## src/rtl/lsu_pkg.sv

```systemverilog
// lsu_pkg: shared definitions for the load/store unit.
//   - RV32I load/store funct3 encodings
//   - FSM state encoding
//   - default bus timeout
package lsu_pkg;

    localparam logic [2:0] F3_B  = 3'b000;
    localparam logic [2:0] F3_H  = 3'b001;
    localparam logic [2:0] F3_W  = 3'b010;
    localparam logic [2:0] F3_BU = 3'b100;
    localparam logic [2:0] F3_HU = 3'b101;

    localparam int TIMEOUT_DEFAULT = 255;

    typedef enum logic [1:0] {
        IDLE   = 2'd0,
        ACCESS = 2'd1,
        RESP   = 2'd2
    } state_t;

endpackage

```

## src/rtl/lsu_align.sv

```systemverilog
// lsu_align: purely combinational lane logic for the load/store unit.
// Ports:
//   funct3, we, lo  - access size/type and address bits [1:0]
//   wdata           - raw store data (rs2)
//   rdata           - raw word read from the data bus
//   illegal         - funct3 not legal for this direction
//   misaligned      - address not aligned to access size (0 when illegal)
//   wstrb, wdata_st - byte enables and lane-steered store data (wstrb 0 for loads)
//   rdata_ext       - selected and sign/zero-extended load data
module lsu_align
    import lsu_pkg::*;
(
    input  logic [2:0]  funct3,
    input  logic        we,
    input  logic [1:0]  lo,
    input  logic [31:0] wdata,
    input  logic [31:0] rdata,
    output logic        illegal,
    output logic        misaligned,
    output logic [3:0]  wstrb,
    output logic [31:0] wdata_st,
    output logic [31:0] rdata_ext
);

    logic        legal;
    logic        mis_raw;
    logic [31:0] shifted;

    always_comb begin
        legal = (funct3 == F3_B) || (funct3 == F3_H) || (funct3 == F3_W) ||
                (!we && ((funct3 == F3_BU) || (funct3 == F3_HU)));
        illegal = !legal;
        // H and HU share funct3[1:0] = 01.
        mis_raw = ((funct3[1:0] == 2'b01) && lo[0]) ||
                  ((funct3 == F3_W) && (lo != 2'b00));
        // An illegal funct3 is reported alone.
        misaligned = mis_raw && legal;
    end

    always_comb begin
        wstrb    = 4'b0000;
        wdata_st = wdata;
        if (we) begin
            case (funct3)
                F3_B: begin
                    wstrb    = 4'b0001 << lo;
                    wdata_st = {4{wdata[7:0]}};
                end
                F3_H: begin
                    wstrb    = 4'b0011 << lo;
                    wdata_st = {2{wdata[15:0]}};
                end
                F3_W: begin
                    wstrb    = 4'b1111;
                    wdata_st = wdata;
                end
                default: begin
                    wstrb    = 4'b0000;
                    wdata_st = wdata;
                end
            endcase
        end
    end

    always_comb begin
        shifted   = rdata >> {lo, 3'b000};
        rdata_ext = 32'h0;
        case (funct3)
            F3_B:  rdata_ext = {{24{shifted[7]}}, shifted[7:0]};
            F3_H:  rdata_ext = {{16{shifted[15]}}, shifted[15:0]};
            F3_W:  rdata_ext = rdata;
            F3_BU: rdata_ext = {24'h0, shifted[7:0]};
            F3_HU: rdata_ext = {16'h0, shifted[15:0]};
            default: rdata_ext = 32'h0;
        endcase
    end

endmodule

```

## src/rtl/load_store_unit.sv

```systemverilog
// load_store_unit: RV32I load/store execution next to the ALU.
// Ports:
//   clk, reset (sync, active-low)
//   req_*   - core request (valid/ready), we, funct3, addr, wdata
//   mem_*   - data bus; mem_valid held with stable addr/we/wstrb/wdata until mem_ready
//   resp_*  - one-cycle response pulse with extended load data and error flags
//   busy    - high whenever the FSM is not in IDLE
// Handshake: a request transfers on a rising edge where req_valid && req_ready;
// a bus beat completes on a rising edge where mem_valid && mem_ready.
module load_store_unit
    import lsu_pkg::*;
#(
    parameter int TIMEOUT = TIMEOUT_DEFAULT,
    parameter int CNT_W   = 8
) (
    input  logic        clk,
    input  logic        reset,
    input  logic        req_valid,
    output logic        req_ready,
    input  logic        req_we,
    input  logic [2:0]  req_funct3,
    input  logic [31:0] req_addr,
    input  logic [31:0] req_wdata,
    output logic        mem_valid,
    input  logic        mem_ready,
    output logic        mem_we,
    output logic [31:0] mem_addr,
    output logic [3:0]  mem_wstrb,
    output logic [31:0] mem_wdata,
    input  logic [31:0] mem_rdata,
    output logic        resp_valid,
    output logic [31:0] resp_rdata,
    output logic        resp_misaligned,
    output logic        resp_err,
    output logic        busy
);

    // Last counter value before the abort; unused when TIMEOUT is 0.
    localparam logic [CNT_W-1:0] TO_LAST = (TIMEOUT == 0) ? '0 : CNT_W'(TIMEOUT - 1);

    state_t           state;
    logic [2:0]       cap_f3;
    logic [1:0]       cap_lo;
    logic [CNT_W-1:0] cnt;

    logic [2:0]  sel_f3;
    logic [1:0]  sel_lo;
    logic        a_illegal;
    logic        a_misaligned;
    logic [3:0]  a_wstrb;
    logic [31:0] a_wdata;
    logic [31:0] a_rdata;

    // In IDLE the aligner looks at the live request; afterwards at the captured one.
    always_comb begin
        sel_f3 = (state == IDLE) ? req_funct3    : cap_f3;
        sel_lo = (state == IDLE) ? req_addr[1:0] : cap_lo;
    end

    lsu_align u_align (
        .funct3     (sel_f3),
        .we         (req_we),
        .lo         (sel_lo),
        .wdata      (req_wdata),
        .rdata      (mem_rdata),
        .illegal    (a_illegal),
        .misaligned (a_misaligned),
        .wstrb      (a_wstrb),
        .wdata_st   (a_wdata),
        .rdata_ext  (a_rdata)
    );

    assign req_ready = (state == IDLE) && reset;
    assign busy      = (state != IDLE);

    always_ff @(posedge clk) begin
        if (!reset) begin
            state           <= IDLE;
            mem_valid       <= 1'b0;
            mem_we          <= 1'b0;
            mem_addr        <= 32'h0;
            mem_wstrb       <= 4'h0;
            mem_wdata       <= 32'h0;
            resp_valid      <= 1'b0;
            resp_rdata      <= 32'h0;
            resp_misaligned <= 1'b0;
            resp_err        <= 1'b0;
            cnt             <= '0;
            cap_f3          <= 3'b000;
            cap_lo          <= 2'b00;
        end else begin
            case (state)
                IDLE: begin
                    if (req_valid) begin
                        cap_f3 <= req_funct3;
                        cap_lo <= req_addr[1:0];
                        if (a_illegal || a_misaligned) begin
                            state           <= RESP;
                            resp_valid      <= 1'b1;
                            resp_err        <= a_illegal;
                            resp_misaligned <= a_misaligned;
                            resp_rdata      <= 32'h0;
                        end else begin
                            state     <= ACCESS;
                            mem_valid <= 1'b1;
                            mem_we    <= req_we;
                            mem_addr  <= {req_addr[31:2], 2'b00};
                            mem_wstrb <= a_wstrb;
                            mem_wdata <= a_wdata;
                            cnt       <= '0;
                        end
                    end
                end
                ACCESS: begin
                    if (mem_ready) begin
                        // Completion beats the timeout on the same cycle.
                        state      <= RESP;
                        mem_valid  <= 1'b0;
                        mem_we     <= 1'b0;
                        resp_valid <= 1'b1;
                        resp_rdata <= mem_we ? 32'h0 : a_rdata;
                    end else if ((TIMEOUT != 0) && (cnt == TO_LAST)) begin
                        state      <= RESP;
                        mem_valid  <= 1'b0;
                        mem_we     <= 1'b0;
                        resp_valid <= 1'b1;
                        resp_err   <= 1'b1;
                        resp_rdata <= 32'h0;
                    end else begin
                        cnt <= cnt + 1'b1;
                    end
                end
                RESP: begin
                    state           <= IDLE;
                    resp_valid      <= 1'b0;
                    resp_rdata      <= 32'h0;
                    resp_misaligned <= 1'b0;
                    resp_err        <= 1'b0;
                end
                default: state <= IDLE;
            endcase
        end
    end

endmodule

```

## config.mk

```make
export PLATFORM = sky130hd
export DESIGN_NAME = load_store_unit
export DESIGN_NICKNAME = d
export VERILOG_FILES = /design/src/rtl/lsu_pkg.sv /design/src/rtl/lsu_align.sv /design/src/rtl/load_store_unit.sv
export SDC_FILE = /design/constraint.sdc
export NUM_CORES = 1
export LEC_CHECK = 0
export BUFFER_PORTS_ARGS = -buffer_cell sky130_fd_sc_hd__buf_2
export CAP_MARGIN = 20
export CORE_MARGIN = 4
export CORE_UTILIZATION = 50
export CTS_CLUSTER_DIAMETER = 30
export CTS_CLUSTER_SIZE = 8
export DETAILED_ROUTE_END_ITERATION = 10
export GPL_ROUTABILITY_DRIVEN = 0
export HOLD_SLACK_MARGIN = 0.1
export PLACE_DENSITY = 0.81
export REMOVE_ABC_BUFFERS = 1
export SLEW_MARGIN = 25
export SYNTH_ARGS = -nofsm -noshare
export SYNTH_HDL_FRONTEND = slang
export SYNTH_SLANG_ARGS = --single-unit
```

## constraint.sdc

```tcl
create_clock -name clk -period 2.7 [get_ports clk]
set_clock_uncertainty 0.15 [all_clocks]
set_input_delay 0.54 -clock clk [delete_from_list [all_inputs] [get_ports clk]]
set_output_delay 0.54 -clock clk [all_outputs]
set_load 0.05 [all_outputs]
```

==> metrics.csv <==
stage,metric,value,unit
timing,max_freq,0.394,GHz
setup_path,crit_fanout,9,
synth,synth_top_area_share,41.2,%
synth,syn_inst,659,
run_status,status,"finished, final reports clean",
routing,vias,5782,
setup_path,cp-start-kind,register,
synth,synthArstFlopShare,0,%
synth,syn_avg_cell_area,8.69,µm²
timing,fin_crit,2.54,ns
timing,fin_crit_sh,94.1,%
global_route,track_usage,25.4,%
setup_path,required,2.01,ns
global_route,grt_use_met2,42.1,%
die,die_w,115,µm
global_route,use_met3,7.79,%
synth,synth_top_area_cell,dfxtp_1,
setup_path,path_class,register to output port,
clocking,cts_tree,built,
routing,viasPerCell,5.66,
power_and_ir_drop,p_comb_share,48.5,%
placed_design,place_ws,0.0471,ns
timing,rsz0062_at_grt,no,
global_route,grt_pass1_wl,27000,µm
power_and_ir_drop,power.switching,4130,µW
routing,drtIter0Drc,534,
clocking,postCtsHoldBufs,0,
clocking,cts_inserted_buffers,17,
die,ios,211,
clocking,worstSkewPairLatency,0.41,ns
synth,synth_edf_count,0,
setup_path,crit_path_end_kind,output port,
setup_path,arrival,1.85,ns
die,initial_core_util,51.9,%
timing,hold_viol,0,
clocking,cts_num_sinks,118,
power_and_ir_drop,swShare,45.0,%
clocking,cts_buffer_depth,2,
power_and_ir_drop,power_density,1200,nW/µm²
die,core-area,11000,µm²
power_and_ir_drop,p_int,5050,µW
final_layout,drive_gt1_share,37.0,%
global_route,grt-busiest-layer,met2,
synth,ys_seq_area_share,41.2,%
placed_design,port_buffers,208,
final_layout,synthToLayoutAreaGrowth,33.0,%
routing,ant_nets,0,
synth,yosys_warnings,0,
final_layout,final_net_count,978,
global_route,grt_max_degree,57,
timing,setup_viol_count_final,0,
global_route,grt_pass1_vias,5428,
routing,drc,0,
synth,synth-seq-cells,118,
global_route,use_met1,31.4,%
routing,first_pass_iters,5,
placed_design,hpwl,12400,µm
routing,wirelength,17800,µm
synth,synth_area_leaders,"dfxtp_1, nand2_1, a21oi_1",
final_layout,diodes,0,
power_and_ir_drop,p_leak,0.00323,µW
job,max_cap_viol_count,0,
die,die_h,115,µm
power_and_ir_drop,vdd_drop_max,0.000649,V
clocking,clk_pin_slew,0.06,ns
power_and_ir_drop,pwr-share-clk,27.2,%
global_route,grt-ovfl-total,0,
timing,tightestPinTransition,0.590,ns
synth,syn_area,5730,µm²
timing,relSlewSlack,60.2,%
synth,ys.flop_type,dfxtp_1,
timing,finalWorstSetupSlack,0.160,ns
clocking,cts_root_buf,clkbuf_16,
die,rows,38,
global_route,antenna_found_initial,0,
power_and_ir_drop,pwr-share-seq,24.3,%
clocking,htreeDepth,4,
synth,ys_types,67,
final_layout,utilization,69.1,%
timing,slew_violations,0,
timing,hold_ws,0.224,ns
routing,post_drt_wl_per_cell,17.4,µm
die,die_area,13200,µm²
hold_path,hp-class,input pin to register,
## routing by layer
layer  part of all wire (%)  vias to the layer above
met5                      0                        -
met4                    2.3                        0
met3                    9.5                       36
met2                     48                      296
met1                     40                     2668
li1                       -                     2782
## cells in the mapped netlist (14+ instances only)
library cell	number
clkbuf_1	15
nand2_1	137
mux2i_1	18
nand3_1	14
a211oi_1	17
nor2_1	38
o211ai_1	18
o21ai_0	15
o2bb2ai_2	20
a21oi_1	93
a22oi_1	15
dfxtp_1	118
## worst max-delay path, cell delays in order, from the launching register on
cell,delay (ns)
dfxtp_1,0.34
inv_1,0.10
ha_2,0.23
buf_4,0.19
inv_1,0.09
buf_4,0.16
nor2_1,0.10
clkbuf_4,0.23
## cells by family after synthesis
| family | Yosys count | synth area share, % |
|---|---|---|
| compound gates | 229 | 30.3 |
| simple gates | 225 | 17.1 |
| flops | 118 | 41.2 |
| buf+inv | 57 | 5.61 |
| mux | 22 | 4.13 |
| fa+ha+maj | 6 | 1.31 |
| other cells | 1 | 0.0655 |
| xor+xnor | 1 | 0.153 |
## path summary, 6_finish.rpt
kind	from	endpoint	slack [ns]	cells past startpoint
setup reg to reg	state[0]	mem_wdata[13]	0.16	10
hold reg to reg	mem_addr[21]	mem_addr[21]	0.30	2
hold / removal	req_addr[12]	mem_addr[12]	0.22	3
setup / recovery	state[0]	req_ready	0.16	7
## registers in the layout (all words and copies together) (netlist names)
register	count
cnt	8
resp_rdata	32
resp_misaligned	1
mem_wstrb	4
mem_we	1
resp_valid	1
mem_wdata	32
cap_lo	2
state	2
mem_addr	30
resp_err	1
mem_valid	1
cap_f3	3
## what timing repair did
action                                  in CTS  in global routing
cloned                                       0                  1
buffers inserted                             0                  3
pin swaps                                    1                  2
gates resized for setup                      0                 11
endpoints found under the setup margin       1                 63
## through the flow
stage	TNS [ns]	total power (µW)	area (µm²)	cells
6_report	0	9180	7620	1021
5_1_grt	0	9650	7620	1021
4_1_cts	0	9070	7540	1017
3_5_place_dp	0	6540	6890	985
3_3_place_gp	0	6470	6890	985
2_1_floorplan	-75.25	5290	5450	613
## power groups by stage
| stage | Combinational [µW] | Sequential, µW | Clock [µW] |
|---|---|---|---|
| after floorplan | 2060 | 3230 | 0 |
| after global placement | 4220 | 2250 | 0 |
| after detailed placement | 4290 | 2260 | 0 |
| after CTS | 4320 | 2220 | 2530 |
| after global routing | 4770 | 2260 | 2620 |
| final | 4450 | 2230 | 2490 |
## layout make-up
cell class / instances / area, µm²
clock buffers: 18 / 429
clock inverters: 14 / 224
fillers: 884 / 3410
inverters: 10 / 37.5
multi-input cells: 486 / 3110
flip-flops and latches: 118 / 2360
well taps: 140 / 175
repair buffers: 235 / 1280
## cell usage in the layout, fill, tap and decap left out, types with 3 or more instances in the layout
cell and instances:
a21oi_4 4, o2bb2ai_2 20, nor2_1 38, a211oi_1 17
nor3_1 4, clkinv_4 3, nand2b_1 4, mux2i_1 17
o211ai_1 18, clkbuf_16 17, a311oi_1 4, o31ai_1 4
ha_1 5, inv_1 8, buf_12 3, nand2_1 137
a21oi_1 92, bufinv_16 5, clkinvlp_4 3, o211a_1 3
o21ai_0 15, a22oi_1 15, or4_1 3, buf_2 207
and2_1 4, mux2_2 3, nor3_2 3, dfxtp_1 118
o2bb2ai_1 12, a21oi_2 4, buf_4 24, nand3_1 13
Note: power is estimated with default switching activity, not from simulation.
